===== src/rtl/mic_capture_pkg.sv =====
// rtl/mic_capture_pkg.sv - shared state enum, CSR addresses and bit indices for mic_capture_ctrl
package mic_capture_pkg;

    typedef enum logic [1:0] {
        IDLE    = 2'd0,
        LAUNCH  = 2'd1,
        RUN     = 2'd2,
        RELEASE = 2'd3
    } cap_state_t;

    localparam logic [2:0] ADDR_CTRL        = 3'd0;
    localparam logic [2:0] ADDR_STATUS      = 3'd1;
    localparam logic [2:0] ADDR_BUF_A       = 3'd2;
    localparam logic [2:0] ADDR_BUF_B       = 3'd3;
    localparam logic [2:0] ADDR_NUM_SAMPLES = 3'd4;
    localparam logic [2:0] ADDR_BLKCNT      = 3'd5;

    localparam int CTRL_ENABLE     = 0;
    localparam int CTRL_CONTINUOUS = 1;
    localparam int CTRL_IRQ_EN     = 2;

    localparam int STAT_BUSY       = 0;
    localparam int STAT_DONE       = 1;
    localparam int STAT_ACTIVE_BUF = 2;
    localparam int STAT_OVERRUN    = 3;
    localparam int STAT_TIMEOUT    = 4;

endpackage


===== src/rtl/mic_capture_csr.sv =====
// rtl/mic_capture_csr.sv - CSR bank: control/buffer registers, W1C status, block counter, registered read mux
module mic_capture_csr
    import mic_capture_pkg::*;
#(
    parameter int BLKCNT_W = 16
) (
    input  logic        CLK,
    input  logic        RESET,
    input  logic [2:0]  avs_address,
    input  logic        avs_read,
    input  logic        avs_write,
    input  logic [31:0] avs_writedata,
    output logic [31:0] avs_readdata,
    input  logic        busy,
    input  logic        active_buf,
    input  logic        set_done,
    input  logic        set_overrun,
    input  logic        set_timeout,
    input  logic        clr_enable,
    output logic        ctrl_enable,
    output logic        ctrl_continuous,
    output logic [31:0] buf_a,
    output logic [31:0] buf_b,
    output logic [31:0] num_samples,
    output logic        irq
);

    logic                ctrl_irq_en;
    logic                done;
    logic                overrun;
    logic                timeout;
    logic [BLKCNT_W-1:0] blkcnt;
    logic [31:0]         rd_mux;
    logic                wr_ctrl;
    logic                wr_status;

    assign wr_ctrl   = avs_write && (avs_address == ADDR_CTRL);
    assign wr_status = avs_write && (avs_address == ADDR_STATUS);

    always_ff @(posedge CLK) begin
        if (RESET) begin
            ctrl_enable     <= 1'b0;
            ctrl_continuous <= 1'b0;
            ctrl_irq_en     <= 1'b0;
            buf_a           <= '0;
            buf_b           <= '0;
            num_samples     <= '0;
            done            <= 1'b0;
            overrun         <= 1'b0;
            timeout         <= 1'b0;
            blkcnt          <= '0;
            irq             <= 1'b0;
            avs_readdata    <= '0;
        end else begin
            // a software write to CTRL outranks the FSM's end-of-run enable clear
            if (wr_ctrl) begin
                ctrl_enable     <= avs_writedata[CTRL_ENABLE];
                ctrl_continuous <= avs_writedata[CTRL_CONTINUOUS];
                ctrl_irq_en     <= avs_writedata[CTRL_IRQ_EN];
            end else if (clr_enable) begin
                ctrl_enable <= 1'b0;
            end
            if (avs_write && avs_address == ADDR_BUF_A)       buf_a       <= avs_writedata;
            if (avs_write && avs_address == ADDR_BUF_B)       buf_b       <= avs_writedata;
            if (avs_write && avs_address == ADDR_NUM_SAMPLES) num_samples <= avs_writedata;
            // sticky bits: a hardware set in the same cycle as a W1C wins
            done    <= set_done    | (done    & ~(wr_status & avs_writedata[STAT_DONE]));
            overrun <= set_overrun | (overrun & ~(wr_status & avs_writedata[STAT_OVERRUN]));
            timeout <= set_timeout | (timeout & ~(wr_status & avs_writedata[STAT_TIMEOUT]));
            if (set_done) blkcnt <= blkcnt + 1'b1;
            irq <= ctrl_irq_en & (done | overrun | timeout);
            if (avs_read) avs_readdata <= rd_mux;
        end
    end

    always_comb begin
        rd_mux = '0;
        case (avs_address)
            ADDR_CTRL: begin
                rd_mux[CTRL_ENABLE]     = ctrl_enable;
                rd_mux[CTRL_CONTINUOUS] = ctrl_continuous;
                rd_mux[CTRL_IRQ_EN]     = ctrl_irq_en;
            end
            ADDR_STATUS: begin
                rd_mux[STAT_BUSY]       = busy;
                rd_mux[STAT_DONE]       = done;
                rd_mux[STAT_ACTIVE_BUF] = active_buf;
                rd_mux[STAT_OVERRUN]    = overrun;
                rd_mux[STAT_TIMEOUT]    = timeout;
            end
            ADDR_BUF_A:       rd_mux = buf_a;
            ADDR_BUF_B:       rd_mux = buf_b;
            ADDR_NUM_SAMPLES: rd_mux = num_samples;
            ADDR_BLKCNT:      rd_mux = 32'(blkcnt);
            default:          rd_mux = '0;
        endcase
    end

endmodule


===== src/rtl/mic_capture_ctrl.sv =====
// rtl/mic_capture_ctrl.sv - mic DMA capture scheduler (single-shot / ping-pong); MIC_CAPTURE_TIMEOUT_EN adds a RUN watchdog
module mic_capture_ctrl
    import mic_capture_pkg::*;
#(
    parameter int GAP_CYCLES     = 2,
    parameter int TIMEOUT_CYCLES = 16777216,
    parameter int BLKCNT_W       = 16
) (
    input  logic        CLK,
    input  logic        RESET,
    input  logic [2:0]  AVS_ADDRESS,
    input  logic        AVS_READ,
    input  logic        AVS_WRITE,
    input  logic [31:0] AVS_WRITEDATA,
    output logic [31:0] AVS_READDATA,
    output logic        IRQ,
    input  logic        SAMPLE_TICK,
    output logic        DMA_START,
    output logic [31:0] DMA_START_ADDR,
    output logic [31:0] DMA_NUM_SAMPLES,
    output logic        DMA_READ_READY,
    input  logic        DMA_FINISHED
);

    localparam int GAP_W = $clog2(GAP_CYCLES + 1);

    if (GAP_CYCLES < 1 || TIMEOUT_CYCLES < 1) begin : g_param_check
        $error("mic_capture_ctrl: GAP_CYCLES and TIMEOUT_CYCLES must be at least 1");
    end

    cap_state_t       state;
    cap_state_t       state_nxt;
    logic [GAP_W-1:0] gap_cnt;
    logic             fin_q;
    logic             fin_rise;
    logic             active_buf;
    logic             busy;
    logic             latch_en;
    logic             set_done;
    logic             set_overrun;
    logic             set_timeout;
    logic             clr_enable;
    logic             wd_expired;
    logic             ctrl_enable;
    logic             ctrl_continuous;
    logic [31:0]      buf_a;
    logic [31:0]      buf_b;
    logic [31:0]      num_samples;

    mic_capture_csr #(
        .BLKCNT_W (BLKCNT_W)
    ) u_csr (
        .CLK             (CLK),
        .RESET           (RESET),
        .avs_address     (AVS_ADDRESS),
        .avs_read        (AVS_READ),
        .avs_write       (AVS_WRITE),
        .avs_writedata   (AVS_WRITEDATA),
        .avs_readdata    (AVS_READDATA),
        .busy            (busy),
        .active_buf      (active_buf),
        .set_done        (set_done),
        .set_overrun     (set_overrun),
        .set_timeout     (set_timeout),
        .clr_enable      (clr_enable),
        .ctrl_enable     (ctrl_enable),
        .ctrl_continuous (ctrl_continuous),
        .buf_a           (buf_a),
        .buf_b           (buf_b),
        .num_samples     (num_samples),
        .irq             (IRQ)
    );

    assign fin_rise       = DMA_FINISHED & ~fin_q;
    assign busy           = (state != IDLE);
    assign DMA_START      = (state == LAUNCH) || (state == RUN);
    assign DMA_READ_READY = SAMPLE_TICK & (state == RUN);
    assign set_overrun    = SAMPLE_TICK & ((state == LAUNCH) || (state == RELEASE));

`ifdef MIC_CAPTURE_TIMEOUT_EN
    logic [31:0] wd_cnt;

    always_ff @(posedge CLK) begin
        if (RESET || state == LAUNCH) begin
            wd_cnt <= '0;
        end else if (state == RUN) begin
            wd_cnt <= wd_cnt + 32'd1;
        end
    end

    assign wd_expired = (state == RUN) && (wd_cnt == 32'(TIMEOUT_CYCLES - 1));
`else
    assign wd_expired = 1'b0;
`endif

    always_comb begin
        state_nxt   = state;
        latch_en    = 1'b0;
        set_done    = 1'b0;
        set_timeout = 1'b0;
        clr_enable  = 1'b0;
        case (state)
            IDLE: begin
                if (ctrl_enable && num_samples != 32'd0) begin
                    latch_en  = 1'b1;
                    state_nxt = LAUNCH;
                end
            end
            LAUNCH: state_nxt = RUN;
            RUN: begin
                if (fin_rise) begin
                    set_done  = 1'b1;
                    state_nxt = RELEASE;
                end else if (wd_expired) begin
                    set_timeout = 1'b1;
                    clr_enable  = 1'b1;
                    state_nxt   = IDLE;
                end
            end
            RELEASE: begin
                // exit on the cycle the gap counter steps down to zero
                if (gap_cnt == GAP_W'(1)) begin
                    if (ctrl_enable && ctrl_continuous) begin
                        latch_en  = 1'b1;
                        state_nxt = LAUNCH;
                    end else begin
                        clr_enable = 1'b1;
                        state_nxt  = IDLE;
                    end
                end
            end
            default: state_nxt = IDLE;
        endcase
    end

    always_ff @(posedge CLK) begin
        if (RESET) begin
            state           <= IDLE;
            fin_q           <= 1'b0;
            gap_cnt         <= '0;
            active_buf      <= 1'b0;
            DMA_START_ADDR  <= '0;
            DMA_NUM_SAMPLES <= '0;
        end else begin
            state <= state_nxt;
            fin_q <= DMA_FINISHED;
            if (set_done) begin
                active_buf <= ~active_buf;
                gap_cnt    <= GAP_W'(GAP_CYCLES);
            end else if (state == RELEASE) begin
                gap_cnt <= gap_cnt - GAP_W'(1);
            end
            // active_buf already points at the next buffer by the RELEASE exit
            if (latch_en) begin
                DMA_START_ADDR  <= active_buf ? buf_b : buf_a;
                DMA_NUM_SAMPLES <= num_samples;
            end
        end
    end

endmodule


===== config.mk =====
export PLATFORM = sky130hd
export DESIGN_NAME = mic_capture_ctrl
export DESIGN_NICKNAME = d
export VERILOG_FILES = /design/src/rtl/mic_capture_pkg.sv /design/src/rtl/mic_capture_csr.sv /design/src/rtl/mic_capture_ctrl.sv
export SDC_FILE = /design/constraint.sdc
export NUM_CORES = 1
export LEC_CHECK = 0
export ABC_AREA = 1
export BUFFER_PORTS_ARGS = -buffer_cell sky130_fd_sc_hd__buf_2
export CORE_UTILIZATION = 57
export DETAILED_ROUTE_END_ITERATION = 6
export GPL_TIMING_DRIVEN = 0
export PLACE_DENSITY_LB_ADDON = 0.1
export RECOVER_POWER = 50
export SYNTH_ARGS = -nofsm -noshare
export SYNTH_HDL_FRONTEND = slang
export SYNTH_SLANG_ARGS = --single-unit
export TNS_END_PERCENT = 30

===== constraint.sdc =====
create_clock -name CLK -period 2.4 [get_ports CLK]
set_input_delay 0.72 -clock CLK [delete_from_list [all_inputs] [get_ports CLK]]
set_output_delay 0.72 -clock CLK [all_outputs]
set_load 0.01 [all_outputs]

Word-level counts from Yosys, hierarchy flattened. Index checks and enable logic that the tools add are counted.

Flip-flop bits (word level): 221. Output and inout bits: 99. Logic and storage cells: 91.

Add/subtract/negate cells: 2. Equality and inequality tests: 12. Multiplexer cells: 22. Bitwise gates (word level): 19. Reduce and logical (&&, ||, !) cells: 17.

Operators with widths (number): $pmux W27 S4 (1); $mux W32 (1); $reduce_bool A32 Y1 (1); $pmux W3 S6 (1); $add A16 B1 Y16 const B (1); $mux W1 (11); $and A1 B1 Y1 (10); $mux W2 (5); $pmux W2 S5 (1); $pmux W2 S4 (1); $logic_and A1 B1 Y1 (7); $eq A3 B2 Y1 const B (2); $eq A3 B3 Y1 const B (2); $ne A2 B2 Y1 const B (3); $reduce_bool A2 Y1 (3); $not A1 Y1 (5); $eq A2 B1 Y1 const B (2); $eq A2 B2 Y1 const B (2); $or A1 B1 Y1 (4); $eq A3 B1 Y1 const B (1); $logic_not A3 Y1 (1); $reduce_and A3 Y1 (1); $logic_not A2 Y1 (1); $logic_or A1 B1 Y1 (2); other kinds (3) (3).

Depth between registers and ports, before layout. Gate-level depths: netlist (run 1).

Depth after elaboration: 6. Gate-level depth with buffers: 13.

Modules after synthesis. From an unflattened synthesis (run 1), not the netlist that was laid out.

Cell total of the unflattened synthesis: 1489. Area, all modules: 10090.9 µm².

Modules (own cells, without submodules): mic_capture_csr (instances 1, cells an instance 895, area an instance 6477.5 µm², seq. area each 3022.9 µm²); mic_capture_ctrl (instances 1, cells an instance 594, area an instance 3613.5 µm², seq. area each 1401.3 µm²).

Worst setup path before layout (run 1). No wires, ideal clock.

Kind: flip-flop to flip-flop. Start: register state[0]. End: register DMA_NUM_SAMPLES[12]. Library setup time: 0.115 ns. Arrival time: 1.623 ns. Slack: 0.662 ns. Stages on the path, launching flop included: 9. Cells stage by stage: dfxtp_1 inv_1 ha_1 inv_1 clkbuf_1 buf_2 nand3_1 nand2_1 nor2_1.

Cells in the longest elaborated chain, start to end: 2.

RTL lines: start, declared (line mic_capture_ctrl.sv:31) `cap_state_t state;`; start signal, assigned (line mic_capture_ctrl.sv:145) `state <= state_nxt;`; $eq A2 B2 Y1 or $logic_not A2 Y1 (tied branches) (line mic_capture_ctrl.sv:102) `case (state)`; $pmux W1 S2 * (line mic_capture_ctrl.sv:102); end signal, assigned (line mic_capture_ctrl.sv:156) `DMA_NUM_SAMPLES <= num_samples;`; end, declared (line mic_capture_ctrl.sv:20) `output logic [31:0] DMA_NUM_SAMPLES,`.

Every way passes the cells marked *; elsewhere a longest branch is shown, timed or not. A chain may end at the register's enable or synchronous reset.

Final worst setup path (run 1).
Start: register state[0]. End: output DMA_START.

Cells in the longest elaborated chain, start to end: 2.

RTL lines: $eq A2 B1 Y1 or $eq A2 B2 Y1 (tied branches) (line mic_capture_ctrl.sv:76) `assign DMA_START = (state == LAUNCH) || (state == RUN);`; $logic_or A1 B1 Y1 * (line mic_capture_ctrl.sv:76); end, declared (line mic_capture_ctrl.sv:18) `output logic DMA_START,`.

Marks and branches as above.

==> flow_summary.ini, run 1 <==
[setup_path]
crit_chain = inv_1 > ha_1 > buf_2
cp.arrival_ps = 1470
reg2reg_depth = 7
crit_path_max_fanout = 4
cp_slowest_cell = dfxtp_1
cpPeakStageDelay_ps = 370
required_ps = 1680
reg2reg_slack_ps = 370
crit_start = state[0]$_SDFFE_PP0P_
cp_top_family = flip-flops
timing.rr.start = state[0]$_SDFFE_PP0P_
reg2reg_to = DMA_NUM_SAMPLES[26]$_SDFFE_PP0P_
cp-start-kind = flop
cp-end-kind = output port
critPathKind = flop to output port
cp_num_buf_inv = 2

[yosys]
syn_area_per_cell_sq_um = 7.23
synth_area_leader_cell = dfxtp_1
ys_warn_count = 0
seq_area_frac_synth = 0.462
ys_ff_latch = 221
synth_cell_type_count = 34
synth_cells = 1325
synth_area_sq_um = 9580
yosysTopAreaCellShare = 0.462
synthTopCellsByArea = dfxtp_1 46%, nand2_1 10%, a21oi_1 9.4%, o21ai_0 5.9%, inv_1 4.9%
syn_nets = 1373

[layout]
area.growth.synth_to_final_pct = 16.8
finalNonFillerCells = 1726
diodes = 0
final_common_cell = nand2_1
fin_util = 0.677
final_cell_area_sq_um = 11200
nNetsFinal = 1538
drive_gt1_frac = 0.104
final_cell_mix = 262 x nand2_1, 221 x dfxtp_1, 179 x a21oi_1, 161 x clkbuf_1

[drt]
drc = 0
viasPerCell = 5.57
vias = 9615
drt_wl_total_mm = 29.1
wl_per_cell_microns = 16.9
antenna_left = 0
drt-initial-drc-count = 1017
first_pass_iters = 5

[sta]
finalClockSkew_ps = 11.2
rsz0062_at_grt = no
fin_tns_setup_ps = 0
worst_pin_slew_ps = 943
slew_viol_final = 0
relSlewSlack = 0.371
setup_viol = 0
fmax_mhz = 456
whs_ps = 430
fin_ws_ps = 206
min_period_ps = 2190
hold_violations = 0
min_period_over_period = 0.914

[clock_tree]
clock_sinks = 221
post-cts-setup-buffers = 0
root_buffer = clkbuf_16
cts-buffers-inserted = 24
cts.clk_slew.worst_paths_ps = 60
cts_max_level = 1
cts_tree = yes
worst_skew_pair.late_latency_ps = 520
cts_buffer_depth = 3

[pwr]
p_switching_mw = 2.45
ir_drop_v = 0.000533
p_per_area_nw_per_um2 = 783
comb_power_share = 0.143
internal-power_mw = 6.31
power_mw = 8.76
clkPwrFrac = 0.411
power_frac_seq = 0.446
switching_share = 0.280
p_leak_nw = 4.39

[floorplanning]
die_area_sq_um = 17300
die_w_microns = 132
core_area_sq_um = 16500
io_pins = 140
initial_core_util = 0.580
die_h_microns = 132
fp-row-count = 47

[worst_hold_path]
hold_class = input port to flop
holdPathEnd = fin_q$_SDFF_PP0_
whs_path_depth = 3
hold_path.startpoint = DMA_FINISHED

[grt]
grt_pass1_vias = 8936
antenna_found_initial = 0
grt_start_max_net_pins = 13
grt_overflow = 0
grt.total_usage = 0.334
grt_pass1_wl_mm = 45.9

[placed_design]
hpwl_mm = 20.6
io_buffers = 139
place_area_sq_um = 10600
gp_congestion = 0.936
dp_slack_ps = -7.66
dp_cells = 1684

[run]
max_cap_violations = 0

[status]
status = complete, no violations
==> cell usage after synthesis, drive strengths merged <==
cell type,instances
or2,1
clkinv,2
o211a,1
clkbuf,50
a22oi,1
o21a,1
inv,153
ha,7
a21oi,179
buf,37
nand2,264
o31ai,3
nor3b,1
nand4,3
o2111ai,1
o211ai,2
nor2,126
dfxtp,221
nand3,71
xor2,1
o22ai,25
a211oi,1
o221ai,17
o21ai,148
nor3,9
==> metal layers <==
metal  part of all wire  up-vias  track usage
li1                   -     4672            -
met2               0.45      491        0.536
met1               0.42     4371        0.437
met3              0.093       81       0.0613
met4              0.037        0        0.148
met5                  0        -            0
==> cell type report <==
| class | instances | area, sq um |
|---|---|---|
| plain buffers | 87 | 410 |
| clock buffers | 39 | 758 |
| clock inverters | 3 | 15.0 |
| fillers | 1520 | 5340 |
| inverters | 155 | 582 |
| multi-input cells | 862 | 4150 |
| flip-flops and latches | 221 | 4420 |
| well taps | 220 | 275 |
| repair buffers | 139 | 571 |
==> sequential cells by signal (all words and copies together), names as in the netlist <==
signal,count
u_csr.ctrl_irq_en,1
gap_cnt,2
u_csr.done,1
u_csr.ctrl_enable,1
state,2
fin_q,1
u_csr.overrun,1
u_csr.blkcnt,16
u_csr.num_samples,32
active_buf,1
u_csr.timeout,1
u_csr.avs_readdata,32
u_csr.buf_a,32
u_csr.ctrl_continuous,1
u_csr.irq,1
DMA_NUM_SAMPLES,32
u_csr.buf_b,32
DMA_START_ADDR,32
==> cells by family after synthesis <==
family	share of synthesized area
AO/OA/AOI/OAI	0.211
XOR/XNOR	0.000914
adder cells (fa/ha/maj)	0.00914
buffers and inverters	0.104
flip-flops	0.462
AND/OR/NAND/NOR	0.213
==> power by group through the flow <==
stage	logic (mW)	clock network (mW)	registers, mW
global placement	1.23	0	3.98
detailed placement	1.25	0	3.98
floorplan	0.771	0	4.01
global route	1.37	3.79	3.92
finish	1.25	3.60	3.91
CTS	1.26	3.62	3.90
==> worst reg2reg max path, cell delays in order (launching register included) <==
cell and delay (ps):
dfxtp_1 370, inv_1 100, ha_1 340, inv_1 120
clkbuf_2 360, clkbuf_1 410, a21oi_1 150, nor2_1 130
==> worst max path at each step <==
stage / to / depth (start not counted)
after global routing: u_csr.buf_a[20]$_SDFFE_PP0P_ / 9
after floorplan: DMA_NUM_SAMPLES[12]$_SDFFE_PP0P_ / 8
final: DMA_START / 3
after detailed placement: u_csr.buf_a[9]$_SDFFE_PP0P_ / 9
after CTS: DMA_NUM_SAMPLES[30]$_SDFFE_PP0P_ / 8
after global placement: DMA_NUM_SAMPLES[30]$_SDFFE_PP0P_ / 6
==> timing repair <==
action	in CTS	in global routing
hold endpoints to repair	0	0
setup endpoints to repair	0	10
hold buffers	0	0
gates resized for setup	0	2
Power figures use the tool's default switching activity.
==> run 2, diff against run 1 <==
CORE_UTILIZATION = 24   (was 57)
==> run 2 against run 1 <==
Effect of this change: first-iteration DRC count is 43% lower; combinational power increased by 4%; register-to-register slack worse by 40 ps; global-route usage is 15 points lower; critical endpoint unchanged; clock power grew 13%; critical path type unchanged; highest routed layer is now met5; cell area is 4.3% higher; critical path depth is the same; worst setup slack got worse by 64 ps; via count down 3.5%.
==> flow_summary.ini, run 2 (synthesized netlist as in run 1, its figures left out) <==
[sta]
setup_viol = 0
worst_pin_slew_ps = 1040
finalClockSkew_ps = 19.1
fmax_mhz = 443
min_period_over_period = 0.941
rsz0062_at_grt = no
min_period_ps = 2260
fin_tns_setup_ps = 0
relSlewSlack = 0.304
fin_ws_ps = 142
hold_violations = 0
slew_viol_final = 0

[clock_tree]
cts_max_level = 1
post-cts-setup-buffers = 0
clock_sinks = 221
cts.clk_slew.worst_paths_ps = 60
cts_hold_buf = 0
cts_tree = yes
worst_skew_pair.late_latency_ps = 570
ctsResizeCount = 1
root_buffer = clkbuf_16
cts_buffer_depth = 3
cts-buffers-inserted = 27

[setup_path]
crit_path_end = DMA_START
cp.arrival_ps = 1540
cp-start-kind = flop
crit_path_max_fanout = 4
timing.rr.start = state[0]$_SDFFE_PP0P_
reg2reg_to = u_csr.blkcnt[15]$_SDFFE_PP0P_
cp-end-kind = output port
crit_start = state[0]$_SDFFE_PP0P_
critPathKind = flop to output port
required_ps = 1680
reg2reg_depth = 9
reg2reg_slack_ps = 330

[grt]
antenna_found_initial = 2
grt_pass1_wl_mm = 56.0
grt_overflow = 0
grt_start_max_net_pins = 15
grt.total_usage = 0.182
grt_pass1_vias = 9116

[placed_design]
gp_congestion = 0.839
dp_cells = 1982
io_buffers = 139
dp_slack_ps = -307
hpwl_mm = 27.5

[layout]
final_cell_mix = 262 x nand2_1, 221 x dfxtp_1, 179 x a21oi_1, 159 x clkbuf_1
area.growth.synth_to_final_pct = 21.8
drive_gt1_frac = 0.109
nNetsFinal = 1541
final_common_cell = nand2_1
fin_util = 0.299
finalNonFillerCells = 2031

[drt]
viasPerCell = 4.57
drc = 0
wl_per_cell_microns = 18.3
first_pass_iters = 5
drt_wl_total_mm = 37.3
drt-initial-drc-count = 582
antenna_left = 0
vias = 9275

[worst_hold_path]
whs_path_depth = 3
hold_class = input port to flop

[floorplanning]
fp-row-count = 72
die_w_microns = 202
core_area_sq_um = 39000
io_pins = 140
die_area_sq_um = 40700
die_h_microns = 202
initial_core_util = 0.246

[run]
max_cap_violations = 0

[pwr]
p_leak_nw = 4.45
power_mw = 9.27
ir_drop_v = 0.000505
p_per_area_nw_per_um2 = 794

[status]
status = complete, no violations
-- run 2: changes by cell type in the layout (fill, tap and decap cells not counted), sizes merged --
cell / delta
inv: +2
diode: +2
clkbuf: +2
clkinv: -2
buf: +3
-- run 2: critical path, stage by stage (launching register included) --
cell and delay, ps:
dfxtp_1 380, inv_1 100, ha_1 340, buf_2 160
-- run 2: per-stage QoR --
| stage | hold WS, ps | cell area (sq um) |
|---|---|---|
| global placement | 453 | 10900 |
| floorplan | 439 | 9580 |
| finish | 389 | 11700 |
| global route | 380 | 11700 |
| CTS | 368 | 11800 |
| detailed placement | 457 | 10900 |
-- run 2: power breakdown --
part / internal (mW) / switching (mW) / total, mW
registers: 3.83 / 0.0864 / 3.91
clock network: 2.38 / 1.68 / 4.06
logic: 0.343 / 0.960 / 1.30
-- run 2: layout make-up --
class | count | area, sq um
Multi-Input combinational cell | 862 | 4150
Fill cell | 4394 | 27300
Tap cell | 518 | 648
Clock buffer | 44 | 840
Sequential cell | 221 | 4420
Inverter | 155 | 582
Antenna cell | 2 | 5.00
Buffer | 87 | 413
Clock inverter | 3 | 30.0
Timing Repair Buffer | 139 | 573
-- run 2: how the worst min path moves through the flow --
stage	from	to	slack, ps
finish	DMA_FINISHED	fin_q$_SDFF_PP0_	390
floorplan	u_csr.buf_b[1]$_SDFFE_PP0P_	u_csr.buf_b[1]$_SDFFE_PP0P_	440
global placement	u_csr.avs_readdata[16]$_SDFFE_PP0P_	u_csr.avs_readdata[16]$_SDFFE_PP0P_	450
detailed placement	u_csr.avs_readdata[7]$_SDFFE_PP0P_	u_csr.avs_readdata[7]$_SDFFE_PP0P_	460
CTS	DMA_FINISHED	fin_q$_SDFF_PP0_	370
global route	DMA_FINISHED	fin_q$_SDFF_PP0_	380
-- run 2: layer usage --
metal  global-route usage  wire, microns  vias up
met4               0.0509            913        2
met5                    0             14        -
met1                0.247          17900     4296
li1                     -              -     4677
met2                0.295          16600      247
met3               0.0326           1850       53
